<file path="src/rtl/sw_select_debouncer.sv">
// Debounced switch-bank selector: synchronizes raw switches, debounces the
// pattern, and decodes it into a registered IDLE / SEL / ERR node selection.
module sw_select_debouncer #(
  parameter int unsigned N_SW         = 9,
  parameter int unsigned N_NODE       = 7,
  parameter int unsigned IDX_W        = 3,
  parameter int unsigned DEBOUNCE_CYC = 16
) (
  input  logic             clk,
  input  logic             rst_n,
  input  logic [N_SW:0]    sw,
  output logic [IDX_W-1:0] index,
  output logic             valid,
  output logic             err,
  output logic             sel_pulse
);

  localparam int unsigned CNT_W = $clog2(DEBOUNCE_CYC + 1);

  typedef enum logic [1:0] {
    ST_IDLE,
    ST_SEL,
    ST_ERR
  } state_e;

  logic [N_SW:1]    sync1_q, sync2_q;
  logic [N_SW:1]    cand_q, cand_d;
  logic [N_SW:1]    acc_q, acc_d;
  logic [CNT_W-1:0] cnt_q, cnt_d;
  logic             accept;

  state_e           state_q, state_d;

  logic [IDX_W-1:0] index_q, index_d;
  logic             valid_q, valid_d;
  logic             err_q, err_d;
  logic             sel_pulse_q, sel_pulse_d;

  logic [1:0]       ones;
  logic             bad;
  logic [IDX_W-1:0] pos;

  logic             unused_sw0;
  assign unused_sw0 = sw[0];

  // Counter parks at DEBOUNCE_CYC after acceptance so a stable pattern is
  // accepted once rather than every DEBOUNCE_CYC cycles.
  always_comb begin
    cand_d = cand_q;
    cnt_d  = cnt_q;
    accept = 1'b0;
    if (sync2_q != cand_q) begin
      cand_d = sync2_q;
      cnt_d  = '0;
    end else if (cnt_q == CNT_W'(DEBOUNCE_CYC - 1)) begin
      accept = 1'b1;
      cnt_d  = CNT_W'(DEBOUNCE_CYC);
    end else if (cnt_q < CNT_W'(DEBOUNCE_CYC - 1)) begin
      cnt_d  = cnt_q + 1'b1;
    end
    acc_d = accept ? cand_q : acc_q;
  end

  // Saturating ones-count plus illegal-position flag over the accepted pattern.
  always_comb begin
    ones = '0;
    bad  = 1'b0;
    pos  = '0;
    for (int unsigned i = 1; i <= N_SW; i++) begin
      if (acc_d[i]) begin
        if (ones != 2'd2) ones = ones + 2'd1;
        if ((i - 1) >= N_NODE) bad = 1'b1;
        else                   pos = IDX_W'(i - 1);
      end
    end
  end

  always_comb begin
    state_d = state_q;
    if (accept) begin
      if (ones == 2'd0)              state_d = ST_IDLE;
      else if (ones == 2'd1 && !bad) state_d = ST_SEL;
      else                           state_d = ST_ERR;
    end
  end

  always_comb begin
    index_d     = index_q;
    valid_d     = valid_q;
    err_d       = err_q;
    sel_pulse_d = 1'b0;
    if (accept) begin
      case (state_d)
        ST_SEL: begin
          index_d     = pos;
          valid_d     = 1'b1;
          err_d       = 1'b0;
          sel_pulse_d = (state_q != ST_SEL) || (pos != index_q);
        end
        ST_ERR: begin
          index_d = '0;
          valid_d = 1'b0;
          err_d   = 1'b1;
        end
        default: begin
          index_d = '0;
          valid_d = 1'b0;
          err_d   = 1'b0;
        end
      endcase
    end
  end

  always_ff @(posedge clk or negedge rst_n) begin
    if (!rst_n) state_q <= ST_IDLE;
    else        state_q <= state_d;
  end

  always_ff @(posedge clk or negedge rst_n) begin
    if (!rst_n) begin
      sync1_q     <= '0;
      sync2_q     <= '0;
      cand_q      <= '0;
      acc_q       <= '0;
      cnt_q       <= '0;
      index_q     <= '0;
      valid_q     <= 1'b0;
      err_q       <= 1'b0;
      sel_pulse_q <= 1'b0;
    end else begin
      sync1_q     <= sw[N_SW:1];
      sync2_q     <= sync1_q;
      cand_q      <= cand_d;
      acc_q       <= acc_d;
      cnt_q       <= cnt_d;
      index_q     <= index_d;
      valid_q     <= valid_d;
      err_q       <= err_d;
      sel_pulse_q <= sel_pulse_d;
    end
  end

  assign index     = index_q;
  assign valid     = valid_q;
  assign err       = err_q;
  assign sel_pulse = sel_pulse_q;

endmodule

</file>
<file path="config.mk">
export PLATFORM = sky130hd
export DESIGN_NAME = sw_select_debouncer
export DESIGN_NICKNAME = d
export VERILOG_FILES = /design/src/rtl/sw_select_debouncer.sv
export SDC_FILE = /design/constraint.sdc
export NUM_CORES = 1
export LEC_CHECK = 0
export BUFFER_PORTS_ARGS = -buffer_cell sky130_fd_sc_hd__buf_4
export CORE_UTILIZATION = 54
export DETAILED_ROUTE_END_ITERATION = 7
export PLACE_DENSITY = 0.75
export SYNTH_ARGS = -nofsm -noshare
export SYNTH_HDL_FRONTEND = slang
export SYNTH_SLANG_ARGS = --single-unit
</file>
<file path="constraint.sdc">
create_clock -name clk -period 5.1 [get_ports clk]
set_input_delay 0.765 -clock clk [delete_from_list [all_inputs] [get_ports clk]]
set_output_delay 0.765 -clock clk [all_outputs]
set_load 0.05 [all_outputs]
</file>
==> load_flow_metrics.sql <==
INSERT INTO impl_metrics (metric_group, metric, value, unit) VALUES
('run_status', 'status', 'finished, final reports clean', ''),
('timing', 'fin_crit_sh', '0.9626', ''),
('timing', 'max-slew-margin-rel', '0.6115', ''),
('grt', 'grt_usage', '0.2251', ''),
('clocking', 'cts.clk_slew.worst_paths', '0.09', 'ns'),
('final_layout', 'final_common_cell', 'sky130_fd_sc_hd__dfrtp_1', ''),
('drt', 'drt_iter0_markers', '181', ''),
('drt', 'wl_per_cell', '15.64', 'um'),
('job', 'drv_cap', '0', ''),
('power_and_ir_drop', 'power_per_cell_area', '218.2', 'nW/um^2'),
('clocking', 'cts_tree', 'yes', ''),
('timing', 'hold_violations', '0', ''),
('worst_hold_path', 'hold_start', 'sync1_q[7]', ''),
('synth', 'ys.flop_type', 'sky130_fd_sc_hd__dfrtp_1', ''),
('die', 'die_x', '72.42', 'um'),
('power_and_ir_drop', 'power.switching', '0.0001478', 'W'),
('timing', 'worst_slew_pin_slew', '0.5828', 'ns'),
('power_and_ir_drop', 'comb_power_share', '0.044', ''),
('power_and_ir_drop', 'p_leak', '1.456', 'nW'),
('placement', 'gp_congestion', '0.9106', ''),
('final_layout', 'regArea', '1226', 'um^2'),
('worst_setup_path', 'reg2reg_launch_point', 'sync2_q[6]', ''),
('die', 'core_area', '4755', 'um^2'),
('placement', 'post-place-cells', '348', ''),
('clocking', 'clock_sink_count', '49', ''),
('worst_hold_path', 'hp-class', 'reg2reg', ''),
('power_and_ir_drop', 'pwr-share-seq', '0.575', ''),
('die', 'floorplan.rows', '25', ''),
('worst_setup_path', 'startpoint_types', 'flip-flop', ''),
('clocking', 'clk_latency', '0.30', 'ns'),
('die', 'io_pins', '18', ''),
('timing', 'clock.fmax', '203.7', 'MHz'),
('synth', 'proportion_of_synthesized_flip_flops_having_asynchronous_set_or_reset', '1.000', ''),
('final_layout', 'area.growth.synth_to_final', '21.12', '%'),
('drt', 'vias_per_cell', '5.590', ''),
('final_layout', 'most_frequent_cells_in_the_layout', '49 x sky130_fd_sc_hd__dfrtp_1, 41 x sky130_fd_sc_hd__buf_4, 24 x sky130_fd_sc_hd__nand2_1', ''),
('placement', 'placement.io_buffers', '16', ''),
('drt', 'routed-via-count', '2046', ''),
('power_and_ir_drop', 'internal-power', '0.0005598', 'W'),
('timing', 'setup_viol', '0', ''),
('worst_setup_path', 'critical_path_arrival', '5.11', 'ns'),
('synth', 'area_of_the_mapped_netlist', '2678', 'um^2'),
('worst_setup_path', 'timing.critical_path.to_type', 'flip-flop', ''),
('worst_setup_path', 'crit_path_start', 'sync2_q[6]', ''),
('placement', 'pre_cts_ws', '-0.003552', 'ns'),
('final_layout', 'post_route_cells_drive_above_1_share', '0.2709', ''),
('grt', 'grt_max_degree', '50', ''),
('power_and_ir_drop', 'portion_of_total_power_attributed_to_the_clock_network', '0.381', ''),
('clocking', 'cts-root-buf', 'sky130_fd_sc_hd__clkbuf_8', ''),
('die', 'initial_utilization', '0.5632', ''),
('timing', 'period_minus_slack', '4.909', 'ns'),
('synth', 'ys_seq_elements', '49', ''),
('timing', 'fin_worst_skew', '0.007738', 'ns'),
('final_layout', 'n_fill_cell', '391', ''),
('final_layout', 'stdcell_area', '3243', 'um^2'),
('final_layout', 'final_cells', '366', ''),
('drt', 'drtPass1Iterations', '5', ''),
('synth', 'share_of_synthesized_area_occupied_by_flip_flops_and_latches', '0.4579', ''),
('power_and_ir_drop', 'sw_frac_of_total', '0.2088', ''),
('synth', 'synth_edf_count', '0', ''),
('timing', 'final_max_slew_viol_count', '0', ''),
('synth', 'unique_cell_type_count_in_the_yosys_netlist', '64', ''),
('timing', 'grt_setup_unrepaired', 'no', ''),
('clocking', 'cts.htree.levels', '2', ''),
('clocking', 'cts_inserted_buffers', '5', ''),
('drt', 'drc_errors', '0', ''),
('power_and_ir_drop', 'worst_ir_drop_vdd', '0.2634', 'mV'),
('synth', 'postSynthAreaPerCell', '10.07', 'um^2'),
('grt', 'number_of_global_route_vias_before_repair', '1898', ''),
('die', 'die_area', '5244', 'um^2'),
('worst_setup_path', 'timing.critical_path.required', '5.30', 'ns');
-- metal layers --
layer  share of wire  global-route usage
met5               0                   0
met4           0.011             0.07625
met3           0.035             0.04028
met2            0.50              0.3583
met1            0.46              0.3126
-- cells in the mapped netlist (all sizes together) (2+ instances only) --
library cell	instances	area, um^2
nand2	24	90.09
o211ai	2	15.01
inv	8	30.03
buf	6	50.04
a21oi	9	45.04
o311ai	3	33.79
o21bai	2	15.01
a41oi	2	17.52
clkbuf	11	41.29
a211oi	2	15.01
and3	3	18.77
nand3	7	40.04
nor3b	2	20.02
nor2b	4	25.02
or2	2	12.52
xor2	15	138.9
clkinv	3	11.26
o31a	2	17.52
o32ai	3	33.79
mux2i	6	60.06
nor3	8	51.30
a21o	3	22.52
nor2	23	86.33
a221oi	2	30.03
a31oi	2	12.51
ha	7	87.58
xnor2	9	78.83
o21ai	11	55.05
a211o	2	17.52
nor4b	3	26.28
o2111ai	2	17.52
and2	6	40.04
dfrtp	49	1226
a22o	3	26.28
nand4	3	18.77
-- cell families (layout without fill, tap and decap cells) --
| kind of cell | after synthesis | count (layout) | synth area share |
|---|---|---|---|
| compound gates | 59 | 59 | 0.1701 |
| xor+xnor | 24 | 24 | 0.08131 |
| fa+ha+maj | 7 | 7 | 0.03271 |
| buf+inv | 28 | 61 | 0.04953 |
| flops | 49 | 49 | 0.4579 |
| mux | 7 | 7 | 0.02664 |
| simple gates | 92 | 92 | 0.1818 |
-- flip-flops by register name (all words and copies together) (netlist names), 2 cells and up --
register,cells
acc_q,9
cand_q,9
sync1_q,9
sync2_q,9
cnt_q,5
index,3
state_q,2
-- path summary, 6_finish.rpt --
kind                         endpoint  slack (ns)  depth (start not counted)
max reg2reg                       err        0.19                         25
min                        sync2_q[7]        0.35                          0
max                               err        0.19                         25
min reg2reg                sync2_q[7]        0.35                          0
min in group asynchronous    index[2]        0.46                          1
max in group asynchronous   cand_q[4]        4.25                          1
-- power groups by stage --
stage / clock, W / sequential, W / combinational (W)
2_1_floorplan: 0 / 0.000413 / 0.0000138
3_3_place_gp: 0 / 0.000414 / 0.0000277
3_5_place_dp: 0 / 0.000414 / 0.0000287
4_1_cts: 0.000276 / 0.000407 / 0.0000290
5_1_grt: 0.000292 / 0.000408 / 0.0000343
6_report: 0.000270 / 0.000407 / 0.0000310
-- worst max-delay path, stage by stage, from the launching register on --
cell	delay [ns]
sky130_fd_sc_hd__dfrtp_1	0.42
sky130_fd_sc_hd__xor2_1	0.17
sky130_fd_sc_hd__nor4_1	0.36
sky130_fd_sc_hd__buf_4	0.19
sky130_fd_sc_hd__nand3_1	0.12
sky130_fd_sc_hd__nor2_2	0.18
sky130_fd_sc_hd__nand2_1	0.10
sky130_fd_sc_hd__and2_4	0.19
sky130_fd_sc_hd__ha_4	0.30
sky130_fd_sc_hd__nor4b_1	0.05
sky130_fd_sc_hd__mux2_4	0.30
sky130_fd_sc_hd__o21bai_1	0.16
sky130_fd_sc_hd__mux2i_1	0.22
sky130_fd_sc_hd__buf_4	0.19
sky130_fd_sc_hd__nor2_1	0.04
sky130_fd_sc_hd__a31oi_1	0.14
sky130_fd_sc_hd__o21ai_1	0.09
sky130_fd_sc_hd__xnor2_1	0.14
sky130_fd_sc_hd__xnor2_1	0.22
sky130_fd_sc_hd__ha_1	0.26
sky130_fd_sc_hd__o21a_1	0.18
sky130_fd_sc_hd__nor2_2	0.12
sky130_fd_sc_hd__nand3_1	0.11
sky130_fd_sc_hd__o32ai_2	0.29
sky130_fd_sc_hd__o32a_1	0.22
sky130_fd_sc_hd__nor2_1	0.06
-- through the flow --
stage | util | power, W | TNS [ns] | hold WS [ns]
5_1_grt | 0.6821 | 0.0007340 | 0 | 0.3603
2_1_floorplan | - | 0.0004267 | 0 | 0.3312
4_1_cts | 0.6382 | 0.0007120 | 0 | 0.3537
6_report | 0.6821 | 0.0007076 | 0 | 0.3528
3_5_place_dp | 0.6121 | 0.0004430 | -0.003552 | 0.3347
3_3_place_gp | 0.6121 | 0.0004414 | 0 | 0.3330
-- area by class of cell --
type	count	share of cell area
Inverter	11	0.01273
Sequential cell	49	0.3781
Tap cell	67	0.02585
Clock buffer	6	0.02238
Multi-Input combinational cell	189	0.4506
Timing Repair Buffer	42	0.09838
Clock inverter	2	0.01196
-- timing repair --
| item | in CTS | in global routing |
|---|---|---|
| setup buffers | 1 | 8 |
| endpoints found under the hold margin | 0 | 0 |
| pin swaps | 0 | 11 |
| endpoints found under the setup margin | 2 | 2 |
| gates resized for setup | 2 | 28 |
| gates cloned | 0 | 1 |
(Power assumes the default switching activity.)
